`config.mk`:
```
export PLATFORM = sky130hd
export DESIGN_NAME = ps2_crypt_rx
export DESIGN_NICKNAME = d
export VERILOG_FILES = /design/src/rtl/ps2_pkg.sv /design/src/rtl/ps2_lfsr.sv /design/src/rtl/ps2_crypt_rx.sv
export SDC_FILE = /design/constraint.sdc
export NUM_CORES = 1
export LEC_CHECK = 0
export BUFFER_PORTS_ARGS = -buffer_cell sky130_fd_sc_hd__buf_2
export CORE_MARGIN = 5
export CORE_UTILIZATION = 59
export DETAILED_ROUTE_END_ITERATION = 6
export PLACE_DENSITY = 0.79
export REMOVE_ABC_BUFFERS = 1
export SLEW_MARGIN = 20
export SYNTH_ARGS = -nofsm -noshare
export SYNTH_HDL_FRONTEND = slang
export SYNTH_SLANG_ARGS = --single-unit
```
`constraint.sdc`:
```
create_clock -name ps2_nclk -period 2.7 [get_ports ps2_nclk]
set_clock_uncertainty 0.05 [all_clocks]
set_input_delay 0.27 -clock ps2_nclk [delete_from_list [all_inputs] [get_ports ps2_nclk]]
set_output_delay 0.27 -clock ps2_nclk [all_outputs]
set_load 0.1 [all_outputs]
```
`src/rtl/ps2_pkg.sv`:
```
// ps2_pkg: shared state encoding, default keystream constants and Gray helper for the PS/2 receiver
package ps2_pkg;

    typedef enum logic [1:0] {IDLE, DATA, PARITY, STOP} state_t;

    localparam logic [15:0] DEF_TAPS = 16'hB400;
    localparam logic [15:0] DEF_SEED = 16'hFFFF;

    function automatic logic [31:0] bin2gray(input logic [31:0] b);
        return b ^ (b >> 1);
    endfunction

endpackage

```
`src/rtl/ps2_lfsr.sv`:
```
// ps2_lfsr: Fibonacci keystream register clocked by the keyboard clock
module ps2_lfsr #(
    parameter int                LFSR_W    = 16,
    parameter logic [LFSR_W-1:0] LFSR_TAPS = ps2_pkg::DEF_TAPS,
    parameter logic [LFSR_W-1:0] LFSR_SEED = ps2_pkg::DEF_SEED
) (
    input  logic              ps2_nclk,
    input  logic              nReset,
    input  logic              step,
    output logic [LFSR_W-1:0] lfsr
);

    logic [LFSR_W-1:0] lfsr_q;

    // shift in the tap parity whenever the caller asks for a step; reset restores the seed
    always_ff @(negedge ps2_nclk or negedge nReset) begin
        if (!nReset) lfsr_q <= LFSR_SEED;
        else if (step) lfsr_q <= {lfsr_q[LFSR_W-2:0], ^(lfsr_q & LFSR_TAPS)};
    end

    assign lfsr = lfsr_q;

endmodule

```
`src/rtl/ps2_crypt_rx.sv`:
```
// ps2_crypt_rx: PS/2 frame receiver with optional keystream encryption into a small ring buffer
module ps2_crypt_rx import ps2_pkg::*; #(
    parameter int                DATA_W    = 8,
    parameter int                LFSR_W    = 16,
    parameter logic [LFSR_W-1:0] LFSR_TAPS = DEF_TAPS,
    parameter logic [LFSR_W-1:0] LFSR_SEED = '1,
    parameter int                DEPTH     = 4,
    parameter bit                STEP_ALL  = 1'b0
) (
    input  logic                       ps2_nclk,
    input  logic                       nReset,
    input  logic                       ndata,
    input  logic                       crypt_en,
    input  logic [$clog2(DEPTH)-1:0]   rd_idx,
    output logic [DATA_W-1:0]          rd_data,
    output logic [$clog2(DEPTH):0]     wr_ptr_gray,
    output logic                       parity_err,
    output logic                       frame_err,
    output logic [7:0]                 err_count,
    output logic                       busy,
    output logic                       led
);

    localparam int AW = $clog2(DEPTH);
    localparam int PW = AW + 1;
    localparam int CW = $clog2(DATA_W + 1);

    state_t              state_q, state_d;
    logic [DATA_W-1:0]   sr_q, sr_d;
    logic [CW-1:0]       cnt_q, cnt_d;
    logic                crypt_q, crypt_d;
    logic                par_q, par_d;
    logic [AW:0]         wr_ptr_q;
    logic [DATA_W-1:0]   mem_q [DEPTH];
    logic                perr_q, ferr_q, led_q;
    logic [7:0]          err_q;
    logic [LFSR_W-1:0]   lfsr;
    logic [DATA_W-1:0]   key;
    logic                step, par_ok, good, at_stop;

    // keystream steps per data bit so it tracks the AVR-side decryptor, or on every edge in legacy mode
    assign step    = STEP_ALL || state_q == DATA;
    assign key     = DATA_W'(lfsr >> (LFSR_W - DATA_W));
    assign par_ok  = ^sr_q ^ par_q;
    assign at_stop = state_q == STOP;
    assign good    = par_ok && ndata;

    ps2_lfsr #(
        .LFSR_W   (LFSR_W),
        .LFSR_TAPS(LFSR_TAPS),
        .LFSR_SEED(LFSR_SEED)
    ) u_lfsr (
        .ps2_nclk(ps2_nclk),
        .nReset  (nReset),
        .step    (step),
        .lfsr    (lfsr)
    );

    // frame sequencing: start bit, LSB-first data, parity, stop
    always_comb begin
        state_d = state_q;
        sr_d    = sr_q;
        cnt_d   = cnt_q;
        crypt_d = crypt_q;
        par_d   = par_q;
        case (state_q)
            IDLE: if (!ndata) begin
                state_d = DATA;
                cnt_d   = '0;
                crypt_d = crypt_en;
            end
            DATA: begin
                sr_d    = {ndata, sr_q[DATA_W-1:1]};
                cnt_d   = cnt_q + 1'b1;
                state_d = cnt_q == CW'(DATA_W - 1) ? PARITY : DATA;
            end
            PARITY: begin
                par_d   = ndata;
                state_d = STOP;
            end
            default: state_d = IDLE;
        endcase
    end

    // frame state and shift register
    always_ff @(negedge ps2_nclk or negedge nReset) begin
        if (!nReset) begin
            state_q <= IDLE;
            sr_q    <= '0;
            cnt_q   <= '0;
            crypt_q <= 1'b0;
            par_q   <= 1'b0;
            led_q   <= 1'b1;
        end else begin
            state_q <= state_d;
            sr_q    <= sr_d;
            cnt_q   <= cnt_d;
            crypt_q <= crypt_d;
            par_q   <= par_d;
            led_q   <= 1'b0;
        end
    end

    // stop-bit evaluation: good frames land in the ring (overwriting the oldest), bad ones are only counted
    always_ff @(negedge ps2_nclk or negedge nReset) begin
        if (!nReset) begin
            for (int i = 0; i < DEPTH; i++) mem_q[i] <= '0;
            wr_ptr_q <= '0;
            perr_q   <= 1'b0;
            ferr_q   <= 1'b0;
            err_q    <= '0;
        end else if (at_stop) begin
            perr_q <= !par_ok;
            ferr_q <= !ndata;
            if (good) begin
                mem_q[wr_ptr_q[AW-1:0]] <= crypt_q ? sr_q ^ key : sr_q;
                wr_ptr_q <= wr_ptr_q + 1'b1;
            end else if (err_q != 8'hFF) begin
                err_q <= err_q + 8'd1;
            end
        end
    end

    assign rd_data     = mem_q[rd_idx];
    assign wr_ptr_gray = PW'(bin2gray(32'(wr_ptr_q)));
    assign parity_err  = perr_q;
    assign frame_err   = ferr_q;
    assign err_count   = err_q;
    assign busy        = state_q != IDLE;
    assign led         = led_q;

endmodule

```
---- Word-level counts from Yosys, hierarchy flattened ----
Index checks and enable logic that the tools add are counted.
Widths: inputs -> output; s select.
storage, ports and cells
  memories kept ........................... 0
  input port bits ......................... 6
  output and inout bits ................... 23
  word-level logic and storage cells ...... 59
  bits in registers ....................... 78
  bits in latches ......................... 0
  RAM bits ................................ 0
  bits in read-only memories .............. 0
cells by class
  magnitude comparators ................... 3
  reduce and logical (&&, ||, !) cells .... 13
  eq/ne operators ......................... 6
  $add $sub $neg .......................... 3
  divide/modulo/power cells ............... 0
  bitwise operators ....................... 7
  shifts and indexed selects .............. 0
  multiply operators ...................... 0
  muxes and demuxes ....................... 12
operator list
  kind                 count
  $bwmux 32            1
  $mux 8               4
  $bmux 8 s2           1
  $demux 8 s2          1
  $reduce_xor 16->1    1
  $add 8x1->8 const B  1
  $ne 8x8->1 const B   1
  $pmux 4 s2           1
  $reduce_xor 8->1     1
  $xor 8x8->8          1
  $ge 3x3->1 const B   2
  $not 2->3            2
  $pmux 2 s3           1
  $reduce_and 2->1     3
  $add 4x1->4 const B  1
  $eq 2x2->1 const B   2
  $eq 4x3->1 const B   1
  $mux 2               2
  $mux 4               1
  $reduce_bool 2->1    2
  $add 3x1->3 const B  1
  $lt 3x1->1 const B   1
  $reduce_and 3->1     1
  $xor 3x2->3          1
  7 further kinds      10

---- Depth between registers and ports, before layout ----
Gate-level depths: netlist (run 1).
  word-level depth ........................ 6
  depth in mapped cells ................... 6
  depth with buffers taken out ............ 6

---- Cells and area by module ----
From an unflattened synthesis (run 1), not the netlist that was laid out.
unflattened totals
  cells, all modules ...................... 278
  area total of the unflattened synthesis .. 3789.9 sq um
modules (own cells, without submodules)
  module        cells an instance  sequential area each (sq um)  instances  area an instance (sq um)
  ps2_crypt_rx  239                1552.7                        1          3100.5
  ps2_lfsr      39                 420.4                         1          689.4

==> results of run 1 <==
timing repair:
action | in CTS | in global routing
pin swaps | 7 | 7
gates resized for setup | 48 | 23
setup buffers | 13 | 6
setup endpoints to repair | 52 | 52
gates cloned | 1 | 0
cells by family after synthesis:
| logic type | after synthesis | synth area share |
|---|---|---|
| XOR/XNOR | 26 | 0.0711 |
| adder cells (fa/ha/maj) | 6 | 0.0208 |
| AO/OA/AOI/OAI | 13 | 0.0205 |
| AND/OR/NAND/NOR | 49 | 0.0648 |
| multiplexers | 71 | 0.250 |
| other | 1 | 0.00104 |
| buffers and inverters | 15 | 0.0250 |
| flip-flops | 78 | 0.547 |
sequential cells by signal, summed over array words and instances (netlist names), 2 cells and up:
name         cells
mem_q           32
u_lfsr.lfsr     16
err_count        8
sr_q             8
cnt_q            4
wr_ptr_q         3
state_q          2
routing by layer:
| layer | global-route usage | vias up | wire [um] |
|---|---|---|---|
| met3 | 0.0307 | 16 | 200 |
| met2 | 0.347 | 42 | 3990 |
| met1 | 0.269 | 1207 | 3420 |
| met5 | 0 | - | 0 |
| met4 | 0.0852 | 0 | 157 |
| li1 | - | 1076 | - |
layout by cell type, fill, tap and decap left out, drive strengths merged, types with 2 or more instances in the layout:
master   n
mux2i    2
mux2    61
buf     68
and3     7
nand3    5
nand4    3
clkinv   4
ha       6
nand2   22
clkbuf  12
mux4     8
dfrtn   61
xnor2   16
o21ai    7
xor2     8
dfstp   17
nor2     8
xnor3    2
a21oi    3
inv     21
worst max path at each step:
stage                                 to  slack [ns]  depth (start not counted)
after global routing          rd_data[4]       -0.42                          2
after CTS                     rd_data[4]       -0.36                          2
final                         rd_data[4]       -0.39                          2
after detailed placement        mem_q[0]       -0.39                          6
after global placement          mem_q[8]       -0.35                          6
after floorplan           wr_ptr_gray[1]       -1.47                          1
layout make-up:
cell class	instances	area (um^2)	share of cell area
sequential	78	1970	0.407
multi-input combinational	167	1730	0.358
timing repair buffer	68	768	0.158
clock buffer	12	178	0.0367
tap	75	93.8	0.0194
clock inverter	21	86.3	0.0178
inverter	4	15.0	0.00310
through the flow:
step / utilization / cell area, um^2 / std cells / hold WS [ns]
after CTS: 0.799 / 4730 / 420 / 0.403
after global placement: 0.716 / 4240 / 377 / 0.373
after floorplan: - / 3540 / 249 / 0.363
after detailed placement: 0.716 / 4240 / 377 / 0.381
final: 0.819 / 4850 / 425 / 0.405
after global routing: 0.819 / 4850 / 425 / 0.419
where the power goes:
group | internal (uW) | leakage (uW) | total (uW) | switching, uW
logic | 1380 | 0.00111 | 2980 | 1610
registers | 1460 | 0.000959 | 1710 | 252
clock network | 475 | 0.000195 | 959 | 484
total | 3320 | 0.00227 | 5660 | 2340
==> summary by stage, run 1 <==
Run status
The flow ran to the end, but the final reports show violations. The checks that failed: setup timing.

Power
The design draws 5660 uW. The power density of the placed cells is 1170 mW/mm^2. The worst ir drop on vdd is 0.000850 V. For this design the static power due to leakage is 0.00227 uW.

Setup path
STA classifies the critical path startpoint as a flip-flop. For the worst setup path, the data arrival time is 2.77 ns. The startpoint identified for the worst register-to-register timing path is sr_q[7].

The register-to-register setup slack is 0.33 ns. In this design, the stage delay of the slowest critical-path cell is 0.50 ns. The worst-case reg-to-reg path depth is 6. The critical path's top delay family is multiplexers. The most critical setup path has its startpoint at mem_q[28]. Along the worst path, the maximum fanout reaches 2. The nature of the critical path endpoint is an output pin. The number of buffers and inverters on the critical path is 1. The required time at the endpoint of the critical path is 2.38 ns.

The critical setup path kind is flip-flop to output pin. The worst-path cell with the longest stage delay is sky130_fd_sc_hd__mux4_2. Walking the worst path, the cells encountered are mux4_2 -> buf_6.

The endpoint identified for the worst register-to-register timing path is mem_q[14].

Min path
The number of cells traversed by the worst hold path is 1. The hold path endpoint is mem_q[2]. In this run the worst hold path is classified as flip-flop to flip-flop. The startpoint identified for the worst hold timing path is mem_q[2].

CTS
The clock tree root buffer cell is sky130_fd_sc_hd__clkbuf_8. The maximum buffer depth of the clock tree is 2. The count of clock tree sinks is 78. The CTS buffer count is 9. After clock tree synthesis, the clock-pin slew on the worst setup and hold paths is 0.06 ns.

Hold repair after CTS inserted 0 buffers. The clock latency on the worst-skew pair is 0.39 ns. The level count of the clock H-tree is 3. The clock tree from TritonCTS is done.

STA
Setup repair after global routing could not meet its margin everywhere. The setup total negative slack is -4.65 ns. The total count of hold-check failures in the final report is 0. The max-slew headroom at the worst pin is 0.654.

The transition time at the pin with the least slew margin is 0.516 ns. Setup violations remaining at the end of the flow were counted as 40. The final-report max-slew violation count is 0. Once routing completed, OpenROAD measured the worst setup slack at -0.390 ns.

Drt
The sum of routed wire length over all layers is 7770 um. The detailed router finished its first iteration with 98 violations. The number of antenna-violating nets in the routed design is 0. After detailed routing, the number of remaining DRC violations is 0. The via total after detailed routing is 2341. The ratio of routed vias to standard cells is 5.51. For this run, the detailed router's first-pass iteration total came to 4. The routed length per instance is 18.3 um.

Global route
The initial antenna violation count is 0. The wire length of the first global-routing pass is 12100 um. The pin count of the biggest net entering global routing is 33.

In the global route stage, overall resource usage came out at 0.206. The via count of the first global-routing pass is 2517. The overflow left after global routing is 0.

Synth
The cell area after synthesis is 0.00361 mm^2. The sequential cell area fraction in the yosys report is 0.547. The synthesized area per cell is 13.9 um^2. Yosys printed 0 warnings.

Synthesis produced a netlist whose cell count is 259. Counting distinct cell types in the post-synthesis netlist gives 35. Of the post-synthesis cell area, the dominant cell type holds 0.423.

Sorting the synthesized cells by how often they occur yields sky130_fd_sc_hd__dfrtn_1, sky130_fd_sc_hd__mux2_2, sky130_fd_sc_hd__nand2_1. Ranked by total cell area, the synthesized netlist is headed by sky130_fd_sc_hd__dfrtn_1, sky130_fd_sc_hd__mux2_2, sky130_fd_sc_hd__dfstp_2. Counting flops with a built-in enable in the synthesized netlist gives 0.

The fraction of synthesis flops using an asynchronous set or reset pin is 1.00. The most instantiated library cell after synthesis is sky130_fd_sc_hd__dfrtn_1. For this run, the leading register cell type out of synthesis is sky130_fd_sc_hd__dfrtn_1.

Counting flops and latches in the post-synthesis netlist gives 78. Of all cell types, the one taking the most synthesized area is sky130_fd_sc_hd__dfrtn_1.

Final layout
0 antenna diodes ended up in the layout. For this run, the post-layout net count is 357. Compared with the post-synthesis result, the final layout area differs by 34.3%. The count of filler cells inserted in the layout is 313.

The fraction of layout cells with a size suffix above 1 is 0.531.

Floorplanning
The die height is 88.2 um. The die outline area is 0.00778 mm^2. The floorplan has 28 rows. The I/O pin total is 29. The x dimension of the die is 88.2 um. After floorplanning, the core was sized to cover 0.00592 mm^2. The initial utilization of the core area, before any placement, comes to 0.610.

Job
Across the run, the number of max-cap violations was 0.

Placement
The estimated wirelength of the detail-placed design is 4730 um. Routability-driven placement finished with a final weighted congestion of 0.822. During placement, the flow inserted port buffers numbering 28. Before CTS, the worst setup slack after placement is -0.394 ns.
(Power assumes the default switching activity.)
==> run 2: changes to the inputs <==
- CORE_MARGIN: 5 -> 4
- SKIP_LAST_GASP: default -> 1
==> run 2 against run 1 <==
The flow still finishes with violations (setup timing). Combinational power grew 6%. Sequential power about the same. Global-route usage increased by 2.5 points. Critical path depth unchanged. Via count is 4.3% higher. Setup slack got worse by 0.0049 ns. Register-to-register slack worse by 0.08 ns. Die area down 4.5%. Critical endpoint is now rd_data[7]. Highest routed layer unchanged.
==> summary by stage, run 2 (same netlist as run 1, synthesis figures left out) <==
Final layout
The library cell used most frequently in the layout, excluding fill and tap cells, is sky130_fd_sc_hd__dfrtn_1. The count of filler cells inserted in the layout is 292 (-6.7%). From synthesis to final layout, the design area changed by 35.6%. The register bank with the most flops is mem_q. The area taken by multi-input logic gates came to 0.00172 mm^2 (-0.94%). The final instance area is 0.00489 mm^2 (+0.95%). The number of flip-flops under the largest register name is 32 (unchanged). The fraction of layout cells with a size suffix above 1 is 0.538 (+0.00660). The total area of sequential cells was 0.00197 mm^2 (unchanged). In the layout the commonest cells are sky130_fd_sc_hd__dfrtn_1, sky130_fd_sc_hd__buf_4, sky130_fd_sc_hd__mux2_2.

The total number of nets in the final design was 363 (+1.7%). The number of inserted diodes was 0 (unchanged).

STA
The transition time at the pin with the least slew margin was 0.560 ns (+0.0436 ns). The max-slew headroom at the worst pin came to 0.626 (-0.0275). The total setup violations reported at the end of the flow is 46 (+15%). The final-layout worst hold slack is 0.405 ns (-0.000569 ns). The setup slack of the critical path after layout was -0.395 ns (-0.00488 ns).

The final-report max-slew violation count is 0 (unchanged). Setup repair after global routing could not meet its margin everywhere. The total count of hold-check failures in the final report is 0 (unchanged).

Setup path
The data arrival time of the worst path came to 2.78 ns (about the same). The start of the worst register-to-register path is sr_q[7]. The signal on the critical path passes through mux4_2 -> buf_12. The worst setup path is launched from a flip-flop. Among all stages on the critical path, the largest delay is contributed by sky130_fd_sc_hd__mux4_2.

The required time at the endpoint of the critical path is 2.38 ns (about the same). The setup path with the least slack is of type flip-flop to output pin. The cell family contributing the most delay on the critical path is multiplexers. The nature of the critical path endpoint is an output pin. The worst path buffer plus inverter count is 1 (unchanged).

The largest fanout on the critical path is 2 (unchanged). The most critical setup path has its startpoint at mem_q[7]. The longest individual stage delay on the worst path is 0.54 ns (+0.04 ns).

Global route
The via count of the first global-routing pass came to 2570 (+2.1%). The overflow left after global routing is 0 (unchanged). The initial antenna violation count is 0 (unchanged). The total routing usage reported by global routing is 0.232 (+0.0255). The wire length of the first global-routing pass is 13100 um (+8.4%). The pin count of the biggest net entering global routing was 33 (unchanged).

Power
The worst ir drop on vdd is 0.00112 V (+32%). The share of total power in combinational logic came to 0.548 (+0.020). The clock share of power is 0.154 (-0.015).

The internal power is 3330 uW (+0.31%). The switching share of total power is 0.425 (+0.0113). The power density of the placed cells came to 1180 mW/mm^2 (+1.3%).

The reported leakage power was 0.00229 uW (+1.1%). The proportion of power drawn by flip-flops and latches is 0.298 (-0.005). The net switching power is 2460 uW (+5.1%).

Placement
The estimated wirelength of the detail-placed design is 4750 um (+0.22%). The post-placement setup slack is -0.365 ns (+0.0295 ns). The post-detailed-placement cell area is 0.00424 mm^2 (about the same). The number of port buffers came to 28 (unchanged). The final weighted congestion in routability-driven placement came to 0.748 (-9.1%).

Floorplanning
The x dimension of the die is 86.2 um (-2.3%). The die height was 86.2 um (-2.3%). The I/O pin total is 29 (unchanged).

The starting density of the core is 0.610 (unchanged). The die outline area came to 0.00743 mm^2 (-4.5%). The area of the core is 0.00592 mm^2 (unchanged). The count of standard-cell rows is 28 (unchanged).

CTS
The clock tree from TritonCTS is done. The clock latency on the worst-skew pair is 0.38 ns (about the same). The level count of the clock H-tree was 3 (unchanged). The clock tree root buffer cell is sky130_fd_sc_hd__clkbuf_8. The maximum buffer depth of the clock tree was 2 (unchanged). The CTS buffer count is 9 (unchanged).

The clock transition time at the flip-flop clock pins of the worst setup and hold paths is 0.05 ns (about the same). The count of clock tree sinks is 78 (unchanged). The number of buffers added to fix hold violations after cts is 0 (unchanged).

Run status
The checks that failed: setup timing. The run finished, with violations left.

Drt
The number of optimization iterations in the first detailed-route pass is 4 (unchanged). The routed length per instance came to 20.7 um (+13%). The post-detailed-route DRC marker count is 0 (unchanged). The sum of routed wire length over all layers is 8900 um (+15%). The count of routing violations after the opening detailed-route iteration was 126 (+29%). The ratio of routed vias to standard cells is 5.68 (+3.1%). The number of antenna-violating nets in the routed design was 0 (unchanged). The via total after detailed routing came to 2441 (+4.3%).

Min path
In this run the most critical hold path is launched from mem_q[10]. The classification of the worst-slack hold path is flip-flop to flip-flop.

Job
The max-cap check violation count is 0 (unchanged).
-- run 2: layout make-up --
cell class,instances,area share
tap,75,0.0192
inverter,4,0.00307
sequential,78,0.403
clock buffer,9,0.0253
clock inverter,23,0.0228
multi-input combinational,166,0.351
timing repair buffer,75,0.176
-- run 2: worst paths after layout --
| kind | endpoint | slack [ns] | depth (start not counted) |
|---|---|---|---|
| max in group asynchronous | mem_q[11] | 1.04 | 2 |
| min | mem_q[10] | 0.40 | 1 |
| min reg2reg | mem_q[10] | 0.40 | 1 |
| max | rd_data[7] | -0.40 | 2 |
| max reg2reg | mem_q[30] | 0.25 | 6 |
| min in group asynchronous | crypt_q | 1.04 | 1 |
-- run 2: power groups by stage --
stage	sequential, uW	clock [uW]	combinational [uW]
floorplan	1980	40.8	1500
global placement	1720	40.8	2510
detailed placement	1740	40.8	2570
CTS	1700	905	2850
global route	1760	989	3320
finish	1720	891	3170
-- run 2: routing by layer --
| metal | part of all wire | GRT usage | vias to the layer above |
|---|---|---|---|
| met5 | 0 | 0 | - |
| met4 | 0.034 | 0.0977 | 0 |
| met3 | 0.034 | 0.0437 | 25 |
| met2 | 0.51 | 0.384 | 72 |
| met1 | 0.42 | 0.301 | 1257 |
| li1 | - | - | 1087 |
-- run 2: per-stage QoR --
step                TNS [ns]  total power, uW  utilization  cells
finish                 -6.22             5790        0.827    430
global route           -7.14             6070        0.827    430
CTS                    -3.61             5460        0.800    423
detailed placement    -12.86             4350        0.715    375
global placement      -12.50             4270        0.715    375
floorplan             -12.34             3510            -    249
-- run 2: timing repair --
item | in CTS | in global routing
gates resized for setup | 36 | 39
pin swaps | 4 | 6
setup buffers | 17 | 11
setup endpoints to repair | 33 | 50
gates cloned | 0 | 0
